$ cat config.mk
export PLATFORM = sky130hd
export DESIGN_NAME = instr_mem_prog
export DESIGN_NICKNAME = d
export VERILOG_FILES = /design/src/rtl/instr_mem_prog.sv
export SDC_FILE = /design/constraint.sdc
export NUM_CORES = 2
export LEC_CHECK = 0
export BUFFER_PORTS_ARGS = -buffer_cell sky130_fd_sc_hd__clkbuf_2
export CELL_PAD_IN_SITES_DETAIL_PLACEMENT = 0
export CELL_PAD_IN_SITES_GLOBAL_PLACEMENT = 1
export CORE_MARGIN = 5
export CORE_UTILIZATION = 53
export CTS_CLUSTER_DIAMETER = 100
export DETAILED_ROUTE_END_ITERATION = 10
export GPL_ROUTABILITY_DRIVEN = 0
export PLACE_DENSITY_LB_ADDON = 0.2
export REMOVE_ABC_BUFFERS = 1
export SLEW_MARGIN = 40
export SYNTH_ARGS = -nofsm -noshare
export SYNTH_HDL_FRONTEND = slang
export SYNTH_SLANG_ARGS = --single-unit
$ cat constraint.sdc
create_clock -name CLK -period 4.2 [get_ports CLK]
set_input_delay 0.63 -clock CLK [delete_from_list [all_inputs] [get_ports CLK]]
set_output_delay 0.63 -clock CLK [all_outputs]
set_load 0.02 [all_outputs]
$ cat src/rtl/instr_mem_prog.sv
// Programmable instruction memory: registered fetch port with stall/flush and
// fault flags, plus a valid/ready load port that writes an image and NOP-fills the tail.
module instr_mem_prog #(
  parameter int                 DATA_W    = 32,
  parameter int                 DEPTH     = 128,
  parameter int                 ADDR_W    = 32,
  parameter logic [ADDR_W-1:0]  BASE_ADDR = '0,
  parameter logic [DATA_W-1:0]  NOP_WORD  = '0
) (
  input  logic                         CLK,
  input  logic                         Reset,
  input  logic [ADDR_W-1:0]            PC,
  input  logic                         Stall,
  input  logic                         Flush,
  output logic [DATA_W-1:0]            Instr,
  output logic                         InstrValid,
  output logic                         PCFault,
  output logic                         MemReady,
  input  logic                         LoadStart,
  input  logic                         LoadValid,
  input  logic [DATA_W-1:0]            LoadData,
  input  logic                         LoadLast,
  output logic                         LoadReady,
  output logic [$clog2(DEPTH+1)-1:0]   LoadCount
);

  localparam int PTR_W = (DEPTH > 1) ? $clog2(DEPTH) : 1;
  localparam int CNT_W = $clog2(DEPTH + 1);

  typedef enum logic [1:0] {
    ST_INIT_CLEAR,
    ST_RUN,
    ST_LOAD,
    ST_CLEAR
  } state_t;

  state_t              state_reg, state_next;
  logic [PTR_W-1:0]    ptr_reg, ptr_next;
  logic [CNT_W-1:0]    count_reg, count_next;
  logic                wr_en;
  logic [DATA_W-1:0]   wr_data;
  logic                last_ptr;

  logic [DATA_W-1:0]   mem [DEPTH];

  assign last_ptr = (ptr_reg == PTR_W'(DEPTH - 1));

  always_ff @(posedge CLK or posedge Reset) begin
    if (Reset) begin
      state_reg <= ST_INIT_CLEAR;
      ptr_reg   <= '0;
      count_reg <= '0;
    end else begin
      state_reg <= state_next;
      ptr_reg   <= ptr_next;
      count_reg <= count_next;
    end
  end

  always_comb begin
    state_next = state_reg;
    ptr_next   = ptr_reg;
    count_next = count_reg;
    case (state_reg)
      ST_INIT_CLEAR, ST_CLEAR: begin
        if (last_ptr) begin
          state_next = ST_RUN;
          ptr_next   = '0;
        end else begin
          ptr_next = ptr_reg + PTR_W'(1);
        end
      end
      ST_RUN: begin
        // A LoadValid arriving with LoadStart is ignored; data flows from LOAD on.
        if (LoadStart) begin
          state_next = ST_LOAD;
          ptr_next   = '0;
          count_next = '0;
        end
      end
      ST_LOAD: begin
        if (LoadValid) begin
          count_next = count_reg + CNT_W'(1);
          if (last_ptr) begin
            state_next = ST_RUN;
            ptr_next   = '0;
          end else begin
            ptr_next = ptr_reg + PTR_W'(1);
            if (LoadLast) state_next = ST_CLEAR;
          end
        end
      end
      default: state_next = ST_INIT_CLEAR;
    endcase
  end

  always_comb begin
    MemReady  = (state_reg == ST_RUN);
    LoadReady = (state_reg == ST_LOAD);
    LoadCount = count_reg;
    wr_en     = 1'b0;
    wr_data   = NOP_WORD;
    case (state_reg)
      ST_INIT_CLEAR, ST_CLEAR: wr_en = 1'b1;
      ST_LOAD: begin
        wr_en   = LoadValid;
        wr_data = LoadData;
      end
      default: wr_en = 1'b0;
    endcase
  end

  // Single write port; writes never occur in RUN, so fetch never sees a collision.
  always_ff @(posedge CLK) begin
    if (wr_en) mem[ptr_reg] <= wr_data;
  end

  logic [ADDR_W:0]   off_words;
  logic [PTR_W-1:0]  rd_idx;
  logic              in_range;
  logic              aligned;

  assign off_words = ({1'b0, PC} - {1'b0, BASE_ADDR}) >> 2;
  assign in_range  = (PC >= BASE_ADDR) && (off_words < (ADDR_W+1)'(DEPTH));
  assign aligned   = (PC[1:0] == 2'b00);
  assign rd_idx    = off_words[PTR_W-1:0];

  always_ff @(posedge CLK or posedge Reset) begin
    if (Reset) begin
      Instr      <= NOP_WORD;
      InstrValid <= 1'b0;
      PCFault    <= 1'b0;
    end else if ((state_reg != ST_RUN) || Flush) begin
      Instr      <= NOP_WORD;
      InstrValid <= 1'b0;
      PCFault    <= 1'b0;
    end else if (!Stall) begin
      InstrValid <= 1'b1;
      if (in_range && aligned) begin
        Instr   <= mem[rd_idx];
        PCFault <= 1'b0;
      end else begin
        Instr   <= NOP_WORD;
        PCFault <= 1'b1;
      end
    end
  end

endmodule

### Word level (Yosys, flattened, before mapping)

Memory sizes are Yosys's and may differ from the RTL's.
Index checks and enable logic that the tools add are counted.

| word-level totals | value |
|---|---|
| input bits | 71 |
| bits in registers | 51 |
| memories | 1 |
| word-level logic and storage cells | 56 |
| memory bits (writable) | 4,096 |

| cells by class | value |
|---|---|
| multiplexer cells | 25 |
| reductions and logical operators | 10 |
| equality and inequality tests | 10 |
| $add $sub $neg | 2 |
| $lt $le $gt $ge | 2 |

Memories:

| memory | depth | bits a word | read ports | clocked after Yosys merged registers in | write ports | RTL line | text |
|---|---|---|---|---|---|---|---|
| mem | 128 | 32 | 1 | 0 | 1 | 44 | `logic [DATA_W-1:0] mem [DEPTH];` |

Operator list:

| operator | number |
|---|---|
| $mux 32 | 4 |
| $ge 32x1->1 const B | 1 |
| $lt 30x8->1 const B | 1 |
| $mux 7 | 3 |
| $pmux 7 s3 | 1 |
| $mux 8 | 2 |
| $pmux 8 s2 | 1 |
| $mux 2 | 5 |
| $add 8x1->8 const B | 1 |
| $add 7x1->7 const B | 1 |
| $eq 7x7->1 const B | 1 |
| $mux 1 | 7 |
| $ne 2x1->1 const B | 3 |
| $pmux 2 s3 | 1 |
| $eq 2x2->1 const B | 2 |
| $logic_not 2->1 | 2 |
| $ne 2x2->1 const B | 2 |
| $reduce_and 4->1 | 1 |
| $ne 3x2->1 const B | 1 |
| $reduce_and 3->1 | 1 |
| $eq 2x1->1 const B | 1 |
| $logic_and 1x1->1 | 2 |
| $pmux 1 s2 | 1 |
| $reduce_and 2->1 | 1 |
| 3 further kinds | 3 |

### Logic depth before layout (Yosys ltp)

| logic depth | value |
|---|---|
| word-level depth | 6 |
| gate-level depth with buffers | 12 |

### Worst setup path before layout

OpenSTA, ideal clock, no wires.

| timing | value |
|---|---|
| path type | reg-to-reg |
| from | reg state_reg[0] |
| to | mem mem[111][0], enable pin |
| buffers on the path | 2 |
| cell stages (with the launch flop) | 9 |
| arrival time | 3.263 ns |
| setup slack | 0.515 ns |
| library setup time | 0.421 ns |
| cells stage by stage | dfrtp_1 inv_1 ha_1 clkbuf_1 a21oi_1 nor3b_1 nand3_1 clkbuf_1 nor2_1 |

RTL lines:

| what | RTL line | text |
|---|---|---|
| start: declaration | 37 | `state_t state_reg, state_next;` |
| start signal: assignment | 54 | `state_reg <= state_next;` |
| $eq 2x2->1 | n/a |  |
| via LoadReady | 23 | `output logic LoadReady,` |
| $pmux 1 s2 | 103 | `case (state_reg)` |
| $mux 1 | 115 | `if (wr_en) mem[ptr_reg] <= wr_data;` |
| $mux 1 (not written as such) | 115 |  |
| end: declaration | 44 |  |

The timed path passes the listed nets, and every way through them passes these cells.

### Final worst setup path

| timing | value |
|---|---|
| from | reg state_reg[0] |
| to | mem mem[5][7], enable pin |

| between the ends | value |
|---|---|
| longest elaborated chain between the ends | 5 |

RTL lines:

| what | RTL line |
|---|---|
| $eq 2x2->1 or $logic_not 2->1 (tied branches) | 103 |
| $reduce_or 2->1 | 103 |
| $pmux 1 s2 * | 103 |
| $mux 1 * | 115 |
| $mux 1 (not written as such) * | 115 |

Mark *: on every way between the ends. The rest lies on a longest branch, timed or not.

==> run_summary.xml <==
<?xml version="1.0" encoding="UTF-8"?>
<metrics>
  <group name="timing">
    <metric name="tightestPinTransition" unit="ps">905.1</metric>
    <metric name="rsz0062_at_grt" unit="">false</metric>
    <metric name="finClkSkew" unit="ps">66.45</metric>
    <metric name="slew_viol_final" unit="">0</metric>
    <metric name="max_clock_freq" unit="MHz">300.7</metric>
    <metric name="final-setup-viol-count" unit="">0</metric>
    <metric name="relSlewSlack" unit="%">39.66</metric>
    <metric name="setup-tns-final" unit="ps">0</metric>
    <metric name="timing_hold_violations_final" unit="">0</metric>
    <metric name="worst_hold_slack" unit="ps">66.75</metric>
    <metric name="finalCritPeriodShare" unit="%">79.18</metric>
    <metric name="post_layout_min_period" unit="ps">3326</metric>
  </group>
  <group name="final_layout">
    <metric name="area.growth.synth_to_final" unit="%">15.26</metric>
    <metric name="layout.cells.most_common_list" unit="">4,096 x edfxtp_1, 989 x mux4_2, 447 x buf_4</metric>
    <metric name="multi_input_comb_area" unit="sq mm">0.03282</metric>
    <metric name="largest_register_ff_count" unit="">4096</metric>
    <metric name="final-instance-count-excl-fill" unit="">11940</metric>
    <metric name="final.fill_count" unit="">20450</metric>
    <metric name="register_with_the_most_flip_flops" unit="">mem</metric>
    <metric name="ff_latch_area" unit="sq mm">0.1243</metric>
    <metric name="post-route-cell-area" unit="sq mm">0.1819</metric>
    <metric name="fraction_of_layout_instances_using_a_drive_strength_above_1" unit="%">31.75</metric>
    <metric name="nets" unit="">7706</metric>
    <metric name="most_common_cell_after_layout_fill_and_taps_aside" unit="">edfxtp_1</metric>
  </group>
  <group name="global_routing">
    <metric name="grt_pass1_vias" unit="">77790</metric>
    <metric name="grtUsageTotal" unit="%">29.01</metric>
    <metric name="met2_usage" unit="%">45.14</metric>
    <metric name="met3_usage" unit="%">5.234</metric>
    <metric name="grt_start_max_net_pins" unit="">129</metric>
    <metric name="globalRouteOverflowTotal" unit="">0</metric>
    <metric name="grt_pass1_wl" unit="um">624000</metric>
    <metric name="gr-max-usage-layer" unit="">met2</metric>
    <metric name="antenna_found_initial" unit="">31</metric>
    <metric name="grtUsageMet1" unit="%">41.64</metric>
  </group>
  <group name="floorplanning">
    <metric name="die_w" unit="um">555.7</metric>
    <metric name="floorplan.initialDensity" unit="%">53.18</metric>
    <metric name="rows" unit="">200</metric>
    <metric name="placeableCoreArea" unit="sq mm">0.2968</metric>
    <metric name="io-pin-count" unit="">115</metric>
    <metric name="die-area" unit="sq mm">0.3088</metric>
    <metric name="chipHeight" unit="um">555.7</metric>
  </group>
  <group name="detailed_routing">
    <metric name="wl_per_cell" unit="um">37.57</metric>
    <metric name="vias_per_std_cell" unit="">6.632</metric>
    <metric name="drt_iter0_drc" unit="">12110</metric>
    <metric name="routed_wirelength" unit="um">448600</metric>
    <metric name="drc_errors_left" unit="">0</metric>
    <metric name="route.vias.total" unit="">79190</metric>
    <metric name="first_pass_iters" unit="">5</metric>
    <metric name="postRouteAntennaNets" unit="">0</metric>
  </group>
  <group name="clock_tree">
    <metric name="clk_pin_slew" unit="ps">60</metric>
    <metric name="cts_setup_buffers" unit="">0</metric>
    <metric name="cts-htree-levels" unit="">5</metric>
    <metric name="tritoncts" unit="">yes</metric>
    <metric name="cts_resized" unit="">0</metric>
    <metric name="cts.sink_count" unit="">4147</metric>
    <metric name="cts_hold_repair.buffers" unit="">4</metric>
    <metric name="clk_root_buffer_cell" unit="">clkbuf_16</metric>
    <metric name="cts-buffers-inserted" unit="">411</metric>
    <metric name="worstSkewPairLatency" unit="ps">960</metric>
    <metric name="ctsLongestPathBuffers" unit="">4</metric>
  </group>
  <group name="critical_path">
    <metric name="timing.critical_path.slowest_stage_cell" unit="">nor2_4</metric>
    <metric name="cpMostUsedCell" unit="">buf_4</metric>
    <metric name="critical-path-max-stage-delay" unit="ps">600</metric>
    <metric name="regToRegStartpoint" unit="">state_reg[0]</metric>
    <metric name="crit_family" unit="">simple AND/OR/NAND/NOR gates</metric>
    <metric name="critical_path_buf_inv_count" unit="">4</metric>
    <metric name="crit_fanout" unit="">18</metric>
    <metric name="worst-setup-path-type" unit="">reg2reg</metric>
    <metric name="crit_required" unit="ps">4800</metric>
    <metric name="cp.arrival" unit="ps">3920</metric>
    <metric name="worst_r2r_path_depth" unit="">9</metric>
    <metric name="r2r_setup_slack" unit="ps">870</metric>
    <metric name="crit-reg2reg-capture" unit="">mem[5][7]</metric>
    <metric name="critPathLaunchType" unit="">flip-flop</metric>
    <metric name="crit_path_end_kind" unit="">flip-flop</metric>
    <metric name="cp_cell_sequence" unit="">inv_1, ha_2, a21oi_1, nor3b_1, buf_4, nand2_2, buf_4, nor2_4, buf_4</metric>
  </group>
  <group name="synthesis">
    <metric name="dominantRegCellSynth" unit="">edfxtp_1</metric>
    <metric name="synth_simple_gate_area_share" unit="%">1.767</metric>
    <metric name="synth.avg_cell_area" unit="sq um">22.77</metric>
    <metric name="ys_seq_elements" unit="">4147</metric>
    <metric name="ys_types" unit="">59</metric>
    <metric name="async_flop_share" unit="%">1.230</metric>
    <metric name="ys_seq_area_share" unit="%">78.73</metric>
    <metric name="yosys_warnings" unit="">0</metric>
    <metric name="synth_area" unit="sq mm">0.1578</metric>
    <metric name="synthXorXnorAreaFrac" unit="%">0.02774</metric>
    <metric name="post_synth_fa_ha_maj_area_fraction" unit="%">0.03963</metric>
    <metric name="postSynthCellCount" unit="">6933</metric>
    <metric name="yosys-mux-area-fraction" unit="%">15.65</metric>
    <metric name="synth-edff-count" unit="">4096</metric>
    <metric name="synth_top_family_by_area" unit="">multiplexers</metric>
    <metric name="area_fraction_in_compound_gates_after_synthesis" unit="%">2.501</metric>
  </group>
  <group name="pwr">
    <metric name="leakage" unit="nW">58.64</metric>
    <metric name="power" unit="mW">94.36</metric>
    <metric name="power_density" unit="mW/mm^2">518.7</metric>
    <metric name="worst_vdd_rail_ir_drop" unit="uV">802.4</metric>
  </group>
  <group name="hold_path">
    <metric name="hold-path-cell-count" unit="">2</metric>
    <metric name="hold_start" unit="">LoadData[29]</metric>
    <metric name="hold_wc_path_type" unit="">in2reg</metric>
    <metric name="min_to" unit="">mem[73][29]</metric>
  </group>
  <group name="outcome">
    <metric name="outcome" unit="">finished clean</metric>
  </group>
  <group name="placement">
    <metric name="port_buffers" unit="">114</metric>
    <metric name="place_inst" unit="">11150</metric>
    <metric name="detailed_place_hpwl" unit="um">270500</metric>
    <metric name="post_placement_cell_area" unit="sq mm">0.1684</metric>
  </group>
  <group name="run">
    <metric name="drv_cap" unit="">0</metric>
  </group>
</metrics>
-- report_power, final --
group          leakage [nW]  switching (mW)  internal [mW]
Combinational          13.6            6.82           2.42
Clock                  6.55            15.6           20.9
Sequential             38.5           0.239           48.4
Total                  58.6            22.7           71.7
-- Yosys cell counts (all sizes together) (2+ instances only) --
cell type,instances,area [sq um]
a211o,2,17.52
a211oi,31,232.7
a21oi,68,340.3
a221oi,95,832.1
a22o,3,26.28
a22oi,187,1404
a31o,2,17.52
a31oi,3,18.77
and2,35,219.0
and3,4,25.02
buf,209,1271
clkbuf,193,724.4
dfrtp,51,1276
edfxtp,4096,123000
ha,5,62.56
inv,8,30.03
mux2,63,709.4
mux2i,171,1712
mux4,989,22270
nand2,191,716.9
nand2b,8,50.05
nand3,106,530.5
nand4,35,219.0
nor2,142,533.0
nor2b,13,81.33
nor3,8,45.04
nor3b,4,30.03
nor4,6,37.54
o21a,2,15.01
o21ai,44,220.2
o221ai,33,289.0
o22ai,66,412.9
o31ai,3,22.52
o32ai,2,17.52
or2,2,12.51
or3,2,12.51
or3b,2,17.52
or4,30,225.2
xor2,4,35.03
-- layout make-up --
type | count | area share, %
antenna | 18 | 0.02476
sequential | 4147 | 68.31
clock buffer | 530 | 6.067
tap | 3939 | 2.709
multi-input combinational | 2375 | 18.04
inverter | 9 | 0.01994
timing repair buffer | 686 | 3.515
clock inverter | 236 | 1.311
-- worst reg2reg max path, stage by stage (launching register included) --
cell	delay [ps]
dfrtp_1	410
inv_1	70
ha_2	340
a21oi_1	60
nor3b_1	200
buf_4	180
nand2_2	300
buf_4	330
nor2_4	600
buf_4	480
-- stage by stage --
stage / worst slack, ps / utilization [%]
6_report: 874.3 / 61.30
4_1_cts: 867.6 / 61.27
5_1_grt: 748.1 / 61.29
3_5_place_dp: -14.42 / 56.74
3_3_place_gp: -586.1 / 56.53
2_1_floorplan: -3809 / -
-- how the worst max path moves through the flow --
stage	from	end	slack [ps]	depth (start not counted)
2_1_floorplan	PC[6]	Instr[10]	-3810	6
6_report	state_reg[0]	mem[5][7]	870	9
3_5_place_dp	PC[3]	Instr[27]	-10	10
3_3_place_gp	PC[2]	Instr[17]	-590	8
5_1_grt	state_reg[0]	mem[5][7]	750	9
4_1_cts	state_reg[0]	mem[125][3]	870	9
-- routing by layer --
layer  wire length [um]  vias up  part of all wire (%)
met5                 26        -                0.0058
met4              21030        4                   4.7
met3              46900      734                    10
met2             212200     4640                    47
met1             168400    42670                    38
li1                   -    31140                     -
-- kinds of logic (layout without fill, tap and decap cells) --
group	count (synthesis)	in the layout
AO/OA/AOI/OAI	550	550
multiplexers	1223	1223
adder cells (fa/ha/maj)	5	5
XOR/XNOR	5	5
flip-flops	4147	4147
other	0	18
AND/OR/NAND/NOR	592	592
buffers and inverters	411	1461
Power figures use the tool's default switching activity.
